**src/rtl/mem_port_arbiter_if.sv**
```systemverilog
// Bundle of signals between the arbiter and its three neighbours: the instruction-fetch
// requester (i_*), the EX/MEM data requester (d_*), and the shared memory port (mem_*).
//  slave  : arbiter view. It takes the requests and mem_rdata/mem_resp, and drives the
//           responses and the memory command.
//  master : environment view, the mirror image of slave.
interface mem_port_arbiter_if #(
  parameter int ADDR_W = 32,
  parameter int DATA_W = 32,
  parameter int MASK_W = 4
);
  logic              i_read;
  logic [ADDR_W-1:0] i_addr;
  logic [DATA_W-1:0] i_rdata;
  logic              i_resp;
  logic              d_read;
  logic              d_write;
  logic [ADDR_W-1:0] d_addr;
  logic [DATA_W-1:0] d_wdata;
  logic [MASK_W-1:0] d_wmask;
  logic [DATA_W-1:0] d_rdata;
  logic              d_resp;
  logic              mem_read;
  logic              mem_write;
  logic [ADDR_W-1:0] mem_addr;
  logic [DATA_W-1:0] mem_wdata;
  logic [MASK_W-1:0] mem_byte_enable;
  logic [DATA_W-1:0] mem_rdata;
  logic              mem_resp;

  modport slave (
    input  i_read, i_addr, d_read, d_write, d_addr, d_wdata, d_wmask, mem_rdata, mem_resp,
    output i_rdata, i_resp, d_rdata, d_resp,
           mem_read, mem_write, mem_addr, mem_wdata, mem_byte_enable
  );

  modport master (
    output i_read, i_addr, d_read, d_write, d_addr, d_wdata, d_wmask, mem_rdata, mem_resp,
    input  i_rdata, i_resp, d_rdata, d_resp,
           mem_read, mem_write, mem_addr, mem_wdata, mem_byte_enable
  );
endinterface

```
**src/rtl/mem_port_arbiter.sv**
```systemverilog
// Shares one memory port between instruction fetch (I) and the data side (D).
// Arbitration happens once per transaction, and ties go round-robin. Memory commands
// are registered. Each response goes back to the side that owns the port, in the same
// cycle as mem_resp.
// Ports:
//  clk      rising-edge clock
//  rst      asynchronous active-low reset
//  bus      request / response / memory-command bundle (slave view)
//  busy     port is serving a transaction
//  owner_d  port is serving the D side
module mem_port_arbiter #(
  parameter int ADDR_W = 32,
  parameter int DATA_W = 32,
  parameter int MASK_W = 4,
  parameter bit PRIO_D = 1'b1
) (
  input  logic                 clk,
  input  logic                 rst,
  mem_port_arbiter_if.slave    bus,
  output logic                 busy,
  output logic                 owner_d
);

  typedef enum logic [1:0] {IDLE, SERVE_I, SERVE_D} state_t;

  state_t            state;
  state_t            state_next;
  logic              last_d;      // side that completed most recently: 1 = D, 0 = I
  logic              req_i;
  logic              req_d;
  logic              grant_i;
  logic              grant_d;
  logic              done;
  logic              mem_read_q;
  logic              mem_write_q;
  logic [ADDR_W-1:0] mem_addr_q;
  logic [DATA_W-1:0] mem_wdata_q;
  logic [MASK_W-1:0] mem_be_q;

  assign req_i = bus.i_read;
  assign req_d = bus.d_read | bus.d_write;
  assign done  = (state != IDLE) && bus.mem_resp;

  // On a response cycle only the other side may be granted. The owner's request is
  // still asserted then, and granting it again would issue a duplicate transaction.
  always_comb begin
    state_next = state;
    grant_i    = 1'b0;
    grant_d    = 1'b0;
    case (state)
      IDLE: begin
        if (req_i && req_d) begin
          if (last_d) grant_i = 1'b1;
          else        grant_d = 1'b1;
        end else if (req_i) begin
          grant_i = 1'b1;
        end else if (req_d) begin
          grant_d = 1'b1;
        end
      end
      SERVE_I: if (bus.mem_resp && req_d) grant_d = 1'b1;
      SERVE_D: if (bus.mem_resp && req_i) grant_i = 1'b1;
      default: state_next = IDLE;
    endcase
    if (grant_i)      state_next = SERVE_I;
    else if (grant_d) state_next = SERVE_D;
    else if (done)    state_next = IDLE;
  end

  always_ff @(posedge clk or negedge rst) begin
    if (!rst) begin
      state       <= IDLE;
      last_d      <= !PRIO_D;
      mem_read_q  <= 1'b0;
      mem_write_q <= 1'b0;
      mem_addr_q  <= '0;
      mem_wdata_q <= '0;
      mem_be_q    <= '0;
    end else begin
      state <= state_next;
      if (done) last_d <= (state == SERVE_D);
      if (grant_i) begin
        mem_read_q  <= 1'b1;
        mem_write_q <= 1'b0;
        mem_addr_q  <= bus.i_addr;
        mem_wdata_q <= '0;
        mem_be_q    <= '1;
      end else if (grant_d) begin
        // A write takes precedence when both d_read and d_write are asserted.
        mem_read_q  <= !bus.d_write;
        mem_write_q <= bus.d_write;
        mem_addr_q  <= bus.d_addr;
        mem_wdata_q <= bus.d_wdata;
        mem_be_q    <= bus.d_write ? bus.d_wmask : '1;
      end else if (done) begin
        mem_read_q  <= 1'b0;
        mem_write_q <= 1'b0;
      end
    end
  end

  assign bus.mem_read        = mem_read_q;
  assign bus.mem_write       = mem_write_q;
  assign bus.mem_addr        = mem_addr_q;
  assign bus.mem_wdata       = mem_wdata_q;
  assign bus.mem_byte_enable = mem_be_q;

  assign bus.i_resp  = (state == SERVE_I) && bus.mem_resp;
  assign bus.d_resp  = (state == SERVE_D) && bus.mem_resp;
  assign bus.i_rdata = (state == SERVE_I) ? bus.mem_rdata : '0;
  assign bus.d_rdata = (state == SERVE_D) ? bus.mem_rdata : '0;

  assign busy    = (state != IDLE);
  assign owner_d = (state == SERVE_D);

endmodule

```
**src/flat_wrapper.sv**
```systemverilog
// flat-port wrapper written by rule: the top's interface ports become plain ports
module mem_port_arbiter_flat 
#(
  parameter int ADDR_W = 32,
  parameter int DATA_W = 32,
  parameter int MASK_W = 4,
  parameter bit PRIO_D = 1'b1
)
  (clk, rst, busy, owner_d, bus_i_read, bus_i_addr, bus_d_read, bus_d_write, bus_d_addr, bus_d_wdata, bus_d_wmask, bus_mem_rdata, bus_mem_resp, bus_i_rdata, bus_i_resp, bus_d_rdata, bus_d_resp, bus_mem_read, bus_mem_write, bus_mem_addr, bus_mem_wdata, bus_mem_byte_enable);
  mem_port_arbiter_if #(.ADDR_W(ADDR_W), .DATA_W(DATA_W), .MASK_W(MASK_W)) bus_i ();
  input  logic clk;
  input  logic rst;
  output logic busy;
  output logic owner_d;
  input wire logic [$bits(bus_i.i_read)-1:0] bus_i_read;
  input wire logic [$bits(bus_i.i_addr)-1:0] bus_i_addr;
  input wire logic [$bits(bus_i.d_read)-1:0] bus_d_read;
  input wire logic [$bits(bus_i.d_write)-1:0] bus_d_write;
  input wire logic [$bits(bus_i.d_addr)-1:0] bus_d_addr;
  input wire logic [$bits(bus_i.d_wdata)-1:0] bus_d_wdata;
  input wire logic [$bits(bus_i.d_wmask)-1:0] bus_d_wmask;
  input wire logic [$bits(bus_i.mem_rdata)-1:0] bus_mem_rdata;
  input wire logic [$bits(bus_i.mem_resp)-1:0] bus_mem_resp;
  output wire logic [$bits(bus_i.i_rdata)-1:0] bus_i_rdata;
  output wire logic [$bits(bus_i.i_resp)-1:0] bus_i_resp;
  output wire logic [$bits(bus_i.d_rdata)-1:0] bus_d_rdata;
  output wire logic [$bits(bus_i.d_resp)-1:0] bus_d_resp;
  output wire logic [$bits(bus_i.mem_read)-1:0] bus_mem_read;
  output wire logic [$bits(bus_i.mem_write)-1:0] bus_mem_write;
  output wire logic [$bits(bus_i.mem_addr)-1:0] bus_mem_addr;
  output wire logic [$bits(bus_i.mem_wdata)-1:0] bus_mem_wdata;
  output wire logic [$bits(bus_i.mem_byte_enable)-1:0] bus_mem_byte_enable;
  assign bus_i.i_read = bus_i_read;
  assign bus_i.i_addr = bus_i_addr;
  assign bus_i.d_read = bus_d_read;
  assign bus_i.d_write = bus_d_write;
  assign bus_i.d_addr = bus_d_addr;
  assign bus_i.d_wdata = bus_d_wdata;
  assign bus_i.d_wmask = bus_d_wmask;
  assign bus_i.mem_rdata = bus_mem_rdata;
  assign bus_i.mem_resp = bus_mem_resp;
  assign bus_i_rdata = bus_i.i_rdata;
  assign bus_i_resp = bus_i.i_resp;
  assign bus_d_rdata = bus_i.d_rdata;
  assign bus_d_resp = bus_i.d_resp;
  assign bus_mem_read = bus_i.mem_read;
  assign bus_mem_write = bus_i.mem_write;
  assign bus_mem_addr = bus_i.mem_addr;
  assign bus_mem_wdata = bus_i.mem_wdata;
  assign bus_mem_byte_enable = bus_i.mem_byte_enable;
  mem_port_arbiter #(.ADDR_W(ADDR_W), .DATA_W(DATA_W), .MASK_W(MASK_W), .PRIO_D(PRIO_D)) u_core (.clk(clk), .rst(rst), .bus(bus_i), .busy(busy), .owner_d(owner_d));
endmodule
```
**config.mk**
```make
export PLATFORM = sky130hd
export DESIGN_NAME = mem_port_arbiter_flat
export DESIGN_NICKNAME = d
export VERILOG_FILES = /design/src/rtl/mem_port_arbiter_if.sv /design/src/rtl/mem_port_arbiter.sv /design/src/flat_wrapper.sv
export SDC_FILE = /design/constraint.sdc
export NUM_CORES = 1
export LEC_CHECK = 0
export ABC_CLOCK_PERIOD_IN_PS = 1600
export CAP_MARGIN = 20
export CORE_UTILIZATION = 30
export DETAILED_ROUTE_END_ITERATION = 12
export PLACE_DENSITY = 0.74
export SYNTH_ARGS = -nofsm -noshare
export SYNTH_HDL_FRONTEND = slang
export SYNTH_SLANG_ARGS = --single-unit
```
**constraint.sdc**
```tcl
create_clock -name clk -period 1.6 [get_ports clk]
set_clock_uncertainty 0.2 [all_clocks]
set_input_delay 0.48 -clock clk [delete_from_list [all_inputs] [get_ports clk]]
set_output_delay 0.48 -clock clk [all_outputs]
set_load 0.1 [all_outputs]
```
==> results of run 1 <==
[final timing paths]
check / from / to / cells past startpoint / slack [ns]
min: u_core.bus.mem_wdata[2]$_DFFE_PN0P_ / u_core.bus.mem_wdata[2]$_DFFE_PN0P_ / 2 / 0.36
min reg2reg: u_core.bus.mem_wdata[2]$_DFFE_PN0P_ / u_core.bus.mem_wdata[2]$_DFFE_PN0P_ / 2 / 0.36
max in group asynchronous: rst / u_core.bus.mem_addr[2]$_DFFE_PN0P_ / 3 / 0.33
min in group asynchronous: rst / u_core.bus.mem_wdata[4]$_DFFE_PN0P_ / 3 / 0.51
max: u_core.state[0]$_DFFE_PN0P_ / bus_i_resp / 5 / -0.63
max reg2reg: u_core.state[0]$_DFFE_PN0P_ / u_core.bus.mem_wdata[11]$_DFFE_PN0P_ / 11 / -0.57
[metal layers]
layer / wire length (um) / global-route usage / vias up
li1: - / - / 2034
met1: 6530 / 0.297 / 2201
met2: 10600 / 0.541 / 295
met3: 1480 / 0.0705 / 81
met4: 1110 / 0.171 / 0
met5: 0 / 0 / -
[through the flow]
stage               hold WS [ns]  setup slack, ns
floorplan                -0.0156           -0.295
global placement           0.322           -0.703
detailed placement         0.331           -0.780
CTS                        0.360           -0.616
global route               0.397           -0.670
finish                     0.360           -0.634
[registers in the layout, indices dropped and copies added, names as in the netlist]
register,flops
u_core.bus.mem_addr,32
u_core.bus.mem_wdata,32
u_core.bus.mem_byte_enable,4
u_core.state,2
u_core.bus.mem_read,1
u_core.bus.mem_write,1
u_core.last_d,1
[kinds of logic (layout without fill, tap and decap cells)]
logic type | Yosys count | in the layout
AND/OR/NAND/NOR | 213 | 213
AO/OA/AOI/OAI | 75 | 75
flip-flops | 73 | 73
buffers and inverters | 34 | 383
[synthesized netlist by cell type]
master,instances,area [um2]
o31ai_1,1,7.51
nand3_1,34,170
o21ai_0,2,10.0
and4_1,1,8.76
nor2_1,34,128
or2_2,2,12.5
nor3_1,1,5.00
nand4_2,1,12.5
dfrtp_1,73,1830
o22a_1,3,26.3
nand3b_1,1,7.51
a31oi_1,1,6.26
a21oi_1,34,170
nor2b_1,2,12.5
clkbuf_1,15,56.3
inv_2,1,3.75
buf_2,14,70.1
inv_1,2,7.51
nand4_1,1,6.26
buf_1,2,7.51
o311a_1,1,10.0
nand2b_1,2,12.5
nand2_1,68,255
and2_1,66,413
o22ai_1,32,200
o311ai_2,1,16.3
[cell type report]
cell class                      instances  area [um2]
Sequential cell                        73        1830
Clock inverter                          1        5.00
Fill cell                             507        1300
Tap cell                              140         175
Multi-Input combinational cell        288        1980
Clock buffer                           13         250
Timing Repair Buffer                  366        5480
Inverter                                3        13.8
[critical path: cells and delay by family (launching register included)]
kind / cells / cell delay [ns]
buffers and inverters: 3 / 0.44
AND/OR/NAND/NOR: 2 / 0.36
flip-flops: 1 / 0.42
[repair_timing]
action	in CTS	in global routing
setup buffers	25	23
pin swaps	15	36
hold buffers	1	0
hold endpoints to repair	73	0
resized for setup	51	47
cloned	15	6
endpoints found under the setup margin	201	209
[layout by cell type (no fill, tap or decap), types with 2 or more instances in the layout]
| cell | count |
|---|---|
| buf_8 | 3 |
| and2_4 | 60 |
| clkdlybuf4s50_1 | 133 |
| clkbuf_1 | 3 |
| bufbuf_16 | 8 |
| o22ai_2 | 21 |
| nand2_1 | 67 |
| buf_4 | 40 |
| o21ai_2 | 2 |
| buf_6 | 15 |
| o22ai_1 | 7 |
| and2_2 | 6 |
| buf_16 | 7 |
| buf_12 | 152 |
| clkbuf_16 | 13 |
| a21oi_2 | 13 |
| dlygate4sd2_1 | 3 |
| nor2_1 | 31 |
| nor2_2 | 2 |
| dfrtp_1 | 72 |
| nand3_1 | 33 |
| o22ai_4 | 4 |
| inv_1 | 2 |
| a21oi_1 | 20 |
| nor2b_4 | 2 |
| o22a_1 | 3 |
==> results.yml, run 1 <==
outcome:
  status: "finished with violations"
  violations: "setup timing"
sta:
  fmax_mhz: 448
  finalSetupViolations: 184
  fin_setup_tns_ns: -71.46
  layout_setup_ws_ns: -0.634
  rsz0062_at_grt: "true"
  hold_viol_final: 0
  drv_slew: 0
  timing.final.crit_share: 1.40
  worst_slew_pin_slew_ns: 0.425
  fin_crit_ns: 2.23
  maxSlewHeadroom: 0.716
floorplanning:
  die_area_mm2: 0.0120
  die_h_um: 109
  rows: 38
  fp.dieW_um: 109
  start_util: 0.314
  pin_count: 276
  fp.coreArea_mm2: 0.0110
clock_network:
  clkSinkCount: 73
  cts_tree: "built"
  worstSkewPairLatency_ns: 0.33
  clk_pin_slew_worst_paths_ns: 0.06
  htreeDepth: 3
  cts-root-buf: "clkbuf_16"
  cts_made_buffers: 9
  cts_buffer_depth: 2
job:
  max_cap_viol_count: 0
yosys:
  synthXorXnorAreaFrac: 0
  yosysWarnings: 0
  syn_area_mm2: 0.00346
  yosys.cell_types.count: 26
  syn_inst: 395
  syn_nets: 533
  synth.avg_cell_area_um2: 8.76
  synth-seq-cells: 73
  yosys.area_share.simple: 0.301
  synth-adder-area-share: 0
  synth_compound_area_frac: 0.129
  synth_top_family_by_area: "simple AND/OR/NAND/NOR gates"
  ys_seq_area_frac: 0.528
  synthMuxAreaShare: 0
final_layout:
  final_cell_count_no_fill: 884
  fin_nets: 879
  syn_to_final_growth_pct: 181
  final_area_mm2: 0.00973
  drive_gt1_frac: 0.488
  fin_util: 0.882
  antenna_cells: 0
route:
  drtIter0Drc: 275
  dr_total_vias: 4611
  avgRoutedWirePerCell_um: 22.3
  routed_wl_mm: 19.7
  drtAntennaViolNets: 0
  routed_via_density: 5.22
  drtPass1Iterations: 4
  drcViolationCount: 0
setup_path:
  cp.required_ns: 0.92
  path_class: "reg2out"
  cp_max_fo: 9
  endpoint_kind: "primary output"
  worst_path_max_delay_cell: "dfrtp_1"
  cp_common_cell: "buf_12"
  path_cells: "nor2b_4 > buf_12 > buf_12 > and2_2 > buf_12"
  arrival_ns: 1.55
  crit_path_max_incr_delay_ns: 0.42
  setup.worst_path.start_class: "flip-flop"
place:
  place_area_mm2: 0.00810
  place_inst: 803
  hpwl_mm: 11.5
  gp_congestion: 0.795
  port_buffers: 275
worst_hold_path:
  min_path_type: "reg2reg"
global_route:
  grt_start_max_net_pins: 74
  antenna_found_initial: 0
  grt_overflow: 0
  grt_util_all_layers: 0.292
  grt_pass1_wl_mm: 25.9
  first_global_vias: 4775
Power of run 1 is not shown: default switching activity piles up to over one toggle a cycle in this logic, so the estimate is an artifact.
==> inputs of run 2 (changes only) <==
Settings changed: CORE_MARGIN set to 2.
==> run 2 against run 1 <==
The run still ends with setup timing left. Core utilization is 4.2 points lower. Global-route usage is 3.5 points lower. Count of clock-buffer cells in the layout is 2 lower. Highest routed layer unchanged.
==> results.yml, run 2 (same netlist as run 1, synthesis figures left out) <==
sta:
  finalSetupViolations: 152
  worst_slew_pin_slew_ns: 0.327
  timing.final.crit_share: 1.35
  fin_crit_ns: 2.17
  rsz0062_at_grt: "true"
  hold_viol_final: 0
  layout_setup_ws_ns: -0.568
  drv_slew: 0
  maxSlewHeadroom: 0.781
  fmax_mhz: 461
clock_network:
  worstSkewPairLatency_ns: 0.32
  clk_pin_slew_worst_paths_ns: 0.06
  cts-root-buf: "clkbuf_16"
  htreeDepth: 3
  cts_buffer_depth: 2
  cts_tree: "built"
  cts_made_buffers: 9
  clkSinkCount: 73
route:
  dr_total_vias: 4335
  routed_via_density: 4.91
  avgRoutedWirePerCell_um: 20.2
  drcViolationCount: 0
  drtAntennaViolNets: 0
  drtIter0Drc: 296
  routed_wl_mm: 17.8
  drtPass1Iterations: 5
final_layout:
  layout_commonest_cell: "buf_12"
  fin_nets: 872
  layout_common_cells: "buf_12, clkdlybuf4s50_1, dfrtp_1"
  final_cell_count_no_fill: 883
  multiInputGateArea_mm2: 0.00195
  syn_to_final_growth_pct: 175
  drive_gt1_frac: 0.488
  fin_util: 0.841
  seq_area_mm2: 0.00183
  fillers: 563
setup_path:
  path_class: "reg2out"
  endpoint_kind: "primary output"
  arrival_ns: 1.49
  cp_max_fo: 17
  cp.required_ns: 0.92
  setup.worst_path.start_class: "flip-flop"
job:
  max_cap_viol_count: 0
global_route:
  grt_overflow: 0
  grt_start_max_net_pins: 38
  first_global_vias: 4482
  grt_pass1_wl_mm: 25.4
  grt_util_all_layers: 0.257
  antenna_found_initial: 2
floorplanning:
  die_h_um: 111
  fp.coreArea_mm2: 0.0113
  fp.dieW_um: 111
  die_area_mm2: 0.0124
  pin_count: 276
  start_util: 0.306
  rows: 39
place:
  hpwl_mm: 11.8
  port_buffers: 275
  place_inst: 810
  gp_congestion: 0.843
worst_hold_path:
  min_path_type: "reg2reg"
outcome:
  violations: "setup timing"
  status: "finished with violations"
==> run 2: cell count changes in the layout (fill, tap and decap cells not counted), moves of 5 or more <==
| cell | before | now |
|---|---|---|
| nor2_1 | 31 | 26 |
| o22ai_2 | 21 | 14 |
| nor2_2 | 2 | 7 |
| nand3_2 | 1 | 8 |
| o22ai_1 | 7 | 16 |
| nand3_1 | 33 | 26 |
| bufbuf_16 | 8 | 2 |
==> run 2: routing by layer <==
metal  GRT usage  vias up  share of wire
met1       0.304     2114           0.38
li1            -     2008              -
met4      0.0609        0          0.017
met5           0        -              0
met3      0.0544       24          0.062
met2       0.477      189           0.54
==> run 2: repair_timing <==
action,CTS,global route
hold buffers,1,0
resized for setup,59,47
hold endpoints to repair,20,0
pin swaps,15,36
setup endpoints to repair,173,209
cloned,10,5
buffers inserted,21,22
==> run 2: area by class of cell <==
type / count / share of cell area
Timing Repair Buffer: 359 / 0.554
Multi-Input combinational cell: 288 / 0.205
Sequential cell: 73 / 0.192
Clock buffer: 11 / 0.0255
Tap cell: 143 / 0.0188
Clock inverter: 4 / 0.00210
Inverter: 3 / 0.00145
Antenna cell: 2 / 0.000526
==> run 2: critical path, cell delays in order (launching register included) <==
cell and delay [ns]:
dfrtp_2 0.44, nor2_4 0.19, clkbuf_16 0.21, and2_4 0.16, buf_12 0.17
==> run 2: final timing paths <==
path	slack (ns)	startpoint	to	cells past startpoint
min in group asynchronous	0.44	rst	u_core.bus.mem_addr[5]$_DFFE_PN0P_	2
worst min-delay path	0.35	u_core.bus.mem_wdata[0]$_DFFE_PN0P_	u_core.bus.mem_wdata[0]$_DFFE_PN0P_	2
worst max-delay path	-0.57	u_core.state[0]$_DFFE_PN0P_	bus_d_rdata[14]	4
worst max register to register	-0.53	u_core.state[1]$_DFFE_PN0P_	u_core.bus.mem_addr[26]$_DFFE_PN0P_	9
max in group asynchronous	0.25	rst	u_core.state[0]$_DFFE_PN0P_	3
worst min register to register	0.35	u_core.bus.mem_wdata[0]$_DFFE_PN0P_	u_core.bus.mem_wdata[0]$_DFFE_PN0P_	2
==> run 2: stage by stage <==
| stage | worst slack, ns | instance area [um2] | hold WS, ns | TNS, ns |
|---|---|---|---|---|
| floorplan | -0.295 | 3730 | -0.0156 | -23.41 |
| global placement | -0.576 | 8160 | 0.191 | -63.89 |
| detailed placement | -0.638 | 8160 | 0.198 | -68.53 |
| CTS | -0.577 | 9050 | 0.357 | -53.66 |
| global route | -0.621 | 9520 | 0.373 | -75.13 |
| finish | -0.568 | 9520 | 0.354 | -66.26 |
Power of run 2 is left out for the same reason.
==> inputs of run 3 (changes only) <==
Settings changed: MAX_ROUTING_LAYER set to met4.
==> run 3 against run 2 <==
The run still ends with setup timing left. Critical path depth is 1 higher. First-iteration DRC count is 8.4% lower. Flip-flop and latch count stayed put. Routed wire length is 0.18% lower. Register-to-register slack better by 0.05 ns. Hold slack better by 0.0059 ns. Fmax is 0.39% higher. Die area stayed put. Critical endpoint is now bus_d_rdata[23]. Highest routed layer unchanged.
==> results.yml, run 3 (same netlist as run 1, synthesis figures left out) <==
clock_network:
  cts-root-buf: "clkbuf_16"
  cts_made_buffers: 9
  htreeDepth: 3
  clkSinkCount: 73
  cts_buffer_depth: 2
  clk_pin_slew_worst_paths_ns: 0.06
  worstSkewPairLatency_ns: 0.32
  cts_tree: "built"
setup_path:
  path_class: "reg2out"
  setup.worst_path.start_class: "flip-flop"
  path_cells: "inv_4 > nor2_4 > clkbuf_16 > and2_4 > buf_12"
  path_buf_inv: 3
  arrival_ns: 1.48
  endpoint_kind: "primary output"
  critPathTopFamily: "buffers and inverters"
  cp.required_ns: 0.92
  worst_path_max_delay_cell: "dfrtp_2"
  cp_max_fo: 17
  crit_path_max_incr_delay_ns: 0.42
job:
  max_cap_viol_count: 0
place:
  dpl_worst_slack_ns: -0.638
  hpwl_mm: 11.8
  gp_congestion: 0.856
  place_inst: 810
  port_buffers: 275
floorplanning:
  pin_count: 276
  die_h_um: 111
  start_util: 0.306
  die_area_mm2: 0.0124
  fp.dieW_um: 111
  rows: 39
  fp.coreArea_mm2: 0.0113
global_route:
  grt_pass1_wl_mm: 25.3
  grt_start_max_net_pins: 38
  first_global_vias: 4502
  grt_overflow: 0
  grt_util_all_layers: 0.264
  antenna_found_initial: 1
sta:
  maxSlewHeadroom: 0.783
  finalSetupViolations: 158
  worst_slew_pin_slew_ns: 0.325
  timing.final.crit_share: 1.35
  layout_setup_ws_ns: -0.560
  fmax_mhz: 463
  fin_setup_tns_ns: -65.89
  drv_slew: 0
  fin_crit_ns: 2.16
  hold_viol_final: 0
  rsz0062_at_grt: "true"
route:
  drtAntennaViolNets: 0
  routed_wl_mm: 17.8
  drcViolationCount: 0
  avgRoutedWirePerCell_um: 20.2
  dr_total_vias: 4374
  routed_via_density: 4.96
  drtIter0Drc: 271
  drtPass1Iterations: 5
final_layout:
  final_cell_count_no_fill: 881
  layout_common_cells: "buf_12, clkdlybuf4s50_1, dfrtp_1"
  syn_to_final_growth_pct: 174
  fin_util: 0.839
  layout_commonest_cell: "buf_12"
  fillers: 574
  fin_nets: 871
  drive_gt1_frac: 0.488
worst_hold_path:
  min_path_type: "reg2reg"
outcome:
  status: "finished with violations"
  violations: "setup timing"
run 3: per-stage QoR:
stage	hold WS, ns	instance area (um2)
CTS	0.357	9050
floorplan	-0.0156	3730
detailed placement	0.198	8160
finish	0.360	9500
global placement	0.191	8160
global route	0.381	9500
run 3: worst min-delay path, delay by kind of cell (launching register included):
kind          cells  cell delay, ns
flops             1            0.39
simple gates      2            0.14
run 3: layout make-up:
| type | instances | area [um2] | share of cell area |
|---|---|---|---|
| clock inverters | 4 | 20.0 | 0.00211 |
| multi-input cells | 288 | 1960 | 0.206 |
| well taps | 143 | 179 | 0.0188 |
| clock buffers | 11 | 243 | 0.0256 |
| repair buffers | 358 | 5250 | 0.553 |
| inverters | 3 | 13.8 | 0.00145 |
| diodes | 1 | 2.50 | 0.000264 |
| flip-flops and latches | 73 | 1830 | 0.193 |
run 3: worst paths after layout:
path	slack [ns]	from	cells after the start	end
worst min-delay path	0.36	u_core.bus.mem_wdata[0]$_DFFE_PN0P_	2	u_core.bus.mem_wdata[0]$_DFFE_PN0P_
min in group asynchronous	0.44	rst	2	u_core.bus.mem_addr[5]$_DFFE_PN0P_
max in group asynchronous	0.23	rst	3	u_core.state[0]$_DFFE_PN0P_
worst max-delay path	-0.56	u_core.state[1]$_DFFE_PN0P_	5	bus_d_rdata[23]
worst min register to register	0.36	u_core.bus.mem_wdata[0]$_DFFE_PN0P_	2	u_core.bus.mem_wdata[0]$_DFFE_PN0P_
worst max register to register	-0.48	u_core.state[1]$_DFFE_PN0P_	9	u_core.bus.mem_addr[3]$_DFFE_PN0P_
run 3: timing repair:
item	in CTS	in global routing
hold endpoints to repair	20	0
pin swaps	15	37
endpoints found under the setup margin	173	209
setup buffers	21	23
gates resized for setup	59	50
hold buffers	1	0
gates cloned	10	4
run 3: layer usage:
metal	wire length, um	share of wire	GRT usage	up-vias
met5	0	0	-	-
met4	231	0.013	0.0609	0
met3	1020	0.057	0.0512	27
met2	9750	0.55	0.478	203
met1	6780	0.38	0.304	2135
li1	-	-	-	2009
Power of run 3 is left out for the same reason.
